## config.mk

```make
export PLATFORM = sky130hd
export DESIGN_NAME = frame_ram_scheduler
export DESIGN_NICKNAME = d
export VERILOG_FILES = /design/src/rtl/frame_ram_scheduler.sv
export SDC_FILE = /design/constraint.sdc
export NUM_CORES = 1
export LEC_CHECK = 0
export BUFFER_PORTS_ARGS = -buffer_cell sky130_fd_sc_hd__buf_2
export CORE_MARGIN = 2
export CORE_UTILIZATION = 41
export DETAILED_ROUTE_END_ITERATION = 16
export HOLD_SLACK_MARGIN = 0.03
export PLACE_DENSITY = 0.9
export SYNTH_ARGS = -nofsm -noshare
export SYNTH_HDL_FRONTEND = slang
export SYNTH_SLANG_ARGS = --single-unit
```

## constraint.sdc

```tcl
create_clock -name clk_in -period 2 [get_ports clk_in]
set_clock_uncertainty 0.15 [all_clocks]
set_input_delay 0.2 -clock clk_in [delete_from_list [all_inputs] [get_ports clk_in]]
set_output_delay 0.2 -clock clk_in [all_outputs]
set_load 0.01 [all_outputs]
```

## src/rtl/frame_ram_scheduler.sv

```systemverilog
// frame_ram_scheduler: sequences capture, corner finding and card isolation over one shared frame RAM
module frame_ram_scheduler #(
   parameter int ADDR_W  = 17,
   parameter int DATA_W  = 16,
   parameter int TIMEOUT = 200000
) (
   input  logic              clk_in,
   input  logic              rst_in,
   input  logic              start_in,
   input  logic              cam_we_in,
   input  logic [ADDR_W-1:0] cam_addr_in,
   input  logic [DATA_W-1:0] cam_data_in,
   input  logic              frame_done_in,
   output logic              fc_start_out,
   input  logic [ADDR_W-1:0] fc_addr_in,
   input  logic              fc_valid_in,
   input  logic [7:0]        fc_right_in,
   input  logic [7:0]        fc_left_in,
   input  logic [8:0]        fc_top_in,
   input  logic [8:0]        fc_bot_in,
   output logic              iso_start_out,
   input  logic [ADDR_W-1:0] iso_addr_in,
   input  logic              iso_done_in,
   output logic [ADDR_W-1:0] ram_addr_out,
   output logic [DATA_W-1:0] ram_din_out,
   output logic              ram_we_out,
   output logic [7:0]        right_edge_out,
   output logic [7:0]        left_edge_out,
   output logic [8:0]        top_edge_out,
   output logic [8:0]        bot_edge_out,
   output logic [2:0]        state_out,
   output logic              busy_out,
   output logic              done_out,
   output logic              error_out
);
   localparam int CNT_W = $clog2(TIMEOUT + 1);
   typedef enum logic [2:0] {
      IDLE    = 3'd0,
      CAPTURE = 3'd1,
      CORNERS = 3'd2,
      ISOLATE = 3'd3,
      DONE    = 3'd4,
      ERROR   = 3'd5
   } state_t;
   state_t state, next_state;
   logic [CNT_W-1:0] cnt;
   logic timeout;
   logic edges_ok;
   assign timeout  = cnt == CNT_W'(TIMEOUT - 1);
   assign edges_ok = fc_left_in < fc_right_in && fc_top_in < fc_bot_in;
   // state register, per-phase cycle counter and edge latches
   always_ff @(posedge clk_in) begin
      if (!rst_in) begin
         state          <= IDLE;
         cnt            <= '0;
         right_edge_out <= '0;
         left_edge_out  <= '0;
         top_edge_out   <= '0;
         bot_edge_out   <= '0;
      end else begin
         state <= next_state;
         cnt   <= (next_state != state || !busy_out) ? '0 : cnt + 1'b1;
         if (state == CORNERS && fc_valid_in) begin
            right_edge_out <= fc_right_in;
            left_edge_out  <= fc_left_in;
            top_edge_out   <= fc_top_in;
            bot_edge_out   <= fc_bot_in;
         end
      end
   end
   // next state; exit events win over a same-cycle timeout
   always_comb begin
      next_state = state;
      case (state)
         IDLE:    next_state = start_in ? CAPTURE : IDLE;
         CAPTURE: next_state = frame_done_in ? CORNERS : timeout ? ERROR : CAPTURE;
         CORNERS: next_state = fc_valid_in ? (edges_ok ? ISOLATE : ERROR) : timeout ? ERROR : CORNERS;
         ISOLATE: next_state = iso_done_in ? DONE : timeout ? ERROR : ISOLATE;
         DONE:    next_state = IDLE;
         ERROR:   next_state = start_in ? CAPTURE : ERROR;
         default: next_state = IDLE;
      endcase
   end
   // status, start pulses and RAM ownership decoded from the registered state
   always_comb begin
      state_out     = state;
      busy_out      = state == CAPTURE || state == CORNERS || state == ISOLATE;
      done_out      = state == DONE;
      error_out     = state == ERROR;
      fc_start_out  = state == CORNERS && cnt == '0;
      iso_start_out = state == ISOLATE && cnt == '0;
      ram_addr_out  = state == CAPTURE ? cam_addr_in :
                      state == CORNERS ? fc_addr_in  :
                      state == ISOLATE ? iso_addr_in : '0;
      ram_din_out   = state == CAPTURE ? cam_data_in : '0;
      ram_we_out    = state == CAPTURE && cam_we_in && rst_in;
   end
endmodule

```

==> flow_summary.rst <==
.. list-table::
   :header-rows: 1

   * - Metric
     - Value
   * - Run status
     - finished with violations
   * - Failing checks
     - negative setup slack
   * - Crit path max-delay family
     - simple AND/OR/NAND/NOR gates
   * - Maximum number of pins on one net before global-route repair
     - 37
   * - Number of instances in the placed design
     - about 710
   * - Overall routing resource usage
     - 0.237
   * - Worst stage delay on the critical path
     - 540 ps
   * - Sink Count
     - 55
   * - Share of the synthesized area in the top cell type
     - 0.332
   * - CP Max Fanout
     - 2
   * - Required time at the endpoint of the critical path
     - roughly 1700 ps
   * - Hold WC Path Type
     - in2reg
   * - Post-route fraction of the period consumed by the critical path
     - 1.12
   * - Clk slew on worst S/H paths
     - approximately 100 ps
   * - Detailed-route wire length per cell
     - ~15 um
   * - Max stage delay cell, worst path
     - or4_4
   * - Most congested layer reported by global routing
     - met2
   * - Area of the die
     - between 0.008 and 0.009 sq mm
   * - Critical path arrival
     - about 1900 ps
   * - Post-DRT Antenna Nets
     - 0
   * - Least setup slack across all paths after layout
     - -231 ps
   * - Setup repair after global routing missed its margin
     - true
   * - Total Wirelength
     - around 11000 um
   * - Unique masters post-synth
     - 45
   * - Drt via density
     - approximately 5
   * - Initial core utilization
     - 0.428
   * - Most used flip-flop cell after synthesis
     - dfxtp_1
   * - Count of final max-slew check failures
     - 0
   * - Count of flip-flops with a built-in enable after synthesis
     - 0
   * - Cell breakdown of the critical path
     - or4_4, nor4_4, nand4_1, nor4_1, buf_2
   * - Nature of the critical path endpoint
     - output port
   * - Total buffers and inverters traversed by the critical path
     - 1
   * - DRC errors left
     - 0
   * - Crit path launch type
     - register
   * - Endpoints failing setup
     - 12
   * - Worst slew pin tran
     - 358 ps
   * - Dpl ws
     - -40.5 ps
   * - Area of the mapped netlist
     - 0.00332 sq mm
   * - Layout cell share with drive strength beyond 1
     - 0.375
   * - Die X-Extent
     - between 90 and 100 um
   * - Post-layout min period
     - around 2200 ps
   * - Clock Tree Root
     - clkbuf_8
   * - Number of nets in the layout
     - 772
   * - Class of the most critical setup path
     - reg2out
   * - Share of the yosys chip area belonging to registers
     - 0.332
   * - Post-synthesis average cell area
     - around 8 sq um
   * - Number of filler instances in the final layout
     - approximately 640
   * - Layout Cells excl Fill
     - between 700 and 800
   * - Max frequency
     - about 450 MHz
   * - Async set or reset register ratio after synthesis
     - 0
   * - HPWL Detailed
     - about 7600 um
   * - Total global routing overflow
     - 0
   * - Number of global-route vias before repair
     - between 3000 and 4000
   * - Port bufs
     - approximately 180
   * - Power per Cell Area
     - about 520 mW/mm^2
   * - Global-route wire length before repair
     - between 15000 and 20000 um
   * - Number of max-cap violations
     - 0
   * - Worst max-slew margin expressed relative to the limit
     - 0.760
   * - Total I/O pin count
     - between 150 and 200
   * - Total via count in the routed design
     - 3783
   * - Area leader, netlist
     - dfxtp_1
   * - Setup slack on the worst flop-to-flop path
     - -140 ps
   * - Area added between synthesis and finish
     - 50.3%
   * - Clock tree from TritonCTS
     - done
   * - Worst voltage drop across the vdd grid
     - 0.364 mV
   * - Final hold viol count
     - 0
   * - Routing usage on met3
     - 0.0538
   * - Initial antenna violation count
     - 0
   * - ANT cells
     - 0
   * - Total power
     - between 2 and 3 mW
   * - GP Congestion
     - 0.836
   * - Maximum buffer depth of the clock tree
     - 2
   * - Net Count, Synth
     - 552
   * - Biggest area contributors in the synthesized netlist
     - dfxtp_1, nand2_1, a21boi_0
   * - Number of buffers created by CTS
     - 5
   * - Post-synthesis sequential element count
     - 55
   * - Maximum level of the CTS H-tree
     - 2
   * - Source-to-sink clock delay at the later pin of the worst-skew pair
     - about 300 ps
   * - Leakage power figure
     - roughly 2.4 nW
   * - DRT iter0 DRCs
     - 158
   * - GR Layer Usage met1
     - 0.256
   * - Std cell rows
     - 32
   * - Syn Inst Count
     - between 400 and 500
   * - Y dimension of the die
     - 94.0 um
   * - Core Footprint
     - 0.00777 sq mm
   * - Number of search-and-repair iterations in the first detailed-routing pass
     - 4
   * - Count of synthesis-stage warnings from yosys
     - 0
   * - Met2 track demand over resource
     - 0.457
-- through the flow --
| stage | TNS [ps] | hold WS (ps) | instance area [sq um] | utilization |
|---|---|---|---|---|
| floorplan | -804 | 195 | 3320 | - |
| global placement | -88.5 | 298 | 4430 | 0.570 |
| detailed placement | -335 | 306 | 4430 | 0.570 |
| CTS | -2030 | 40.0 | 4940 | 0.636 |
| global route | -3780 | 53.6 | 4990 | 0.643 |
| finish | -1710 | 58.6 | 4990 | 0.643 |
-- what timing repair did --
action	in CTS	in global routing
hold buffers	33	0
setup buffers	3	1
resized for setup	6	20
gates cloned	1	0
pin swaps	8	17
endpoints found under the setup margin	18	37
endpoints found under the hold margin	33	0
-- placed cells by master (no fill, tap or decap), types with 8 or more instances in the layout --
cell | synthesis | routed
ha_1 | 17 | 15
nor2_4 | 0 | 8
a21boi_0 | 34 | 34
mux2i_1 | 17 | 17
inv_1 | 21 | 21
nor2_1 | 51 | 51
nand2_1 | 76 | 76
buf_2 | 0 | 181
and2_1 | 20 | 20
xor2_1 | 11 | 11
nand3_1 | 8 | 8
dfxtp_1 | 55 | 53
a21oi_1 | 21 | 20
dlygate4sd3_1 | 0 | 33
buf_4 | 2 | 18
-- report_power, final --
| part | internal, mW | switching, mW |
|---|---|---|
| registers | 1.11 | 0.0135 |
| logic | 0.344 | 0.344 |
| clock network | 0.413 | 0.372 |
| total | 1.87 | 0.729 |
-- state kept, by name, summed over array words and instances, names as in the netlist --
register        flops
bot_edge_out        9
state_out           3
top_edge_out        9
left_edge_out       8
right_edge_out      8
cnt                18
-- synth_stat cells, types with 2 or more instances --
cell       n
nor2_1    51
and3_2     3
and4_1     2
clkbuf_1  19
nor4b_1    2
and3_1     4
a31oi_1    2
nand2_1   76
and2_1    20
xnor2_1    5
nor2b_1    4
mux2i_1   17
ha_1      17
nand3_1    8
a211oi_1   3
buf_6      4
nor2_2    10
inv_1     21
nor3_1     2
nor4_1     3
and3_4     3
o21a_1     2
o21ai_0    4
nand4_1    5
dfxtp_1   55
xor2_1    11
a21oi_1   21
buf_4      2
o22ai_1    2
a21boi_0  34
-- routing by layer --
metal	part of all wire	wire length (um)
met3	0.075	818
met2	0.52	5700
met5	0	0
met1	0.38	4180
met4	0.018	196
-- layout make-up --
cell class              count  area (sq um)  area share
multi-input cells         326          2090       0.419
repair buffers            238          1470       0.294
flip-flops and latches     55          1100       0.221
well taps                 102           128      0.0256
clock buffers               6          82.6      0.0165
inverters                  21          78.8      0.0158
clock inverters             2          38.8     0.00777
-- cell families after synthesis --
logic type,Yosys count,synth area share
simple gates,201,0.297
compound gates,74,0.148
flops,55,0.332
buf+inv,46,0.0633
mux,18,0.0546
fa+ha+maj,17,0.0641
xor+xnor,16,0.0422
-- worst paths after layout --
path,startpoint,endpoint,cells after the start
setup / recovery,cnt[13],iso_start_out,5
hold / removal,fc_bot_in[1],bot_edge_out[1],3
setup reg to reg,cnt[13],cnt[5],8
hold reg to reg,top_edge_out[7],top_edge_out[7],2
-- worst register-to-register path, stage by stage (launching register included) --
cell     delay, ps
dfxtp_2        330
or4_4          540
nor4_4         160
buf_4          160
and3_4         180
o31a_1         160
or2_4          170
buf_8          150
nor2_2          40
Power figures use the tool's default switching activity.
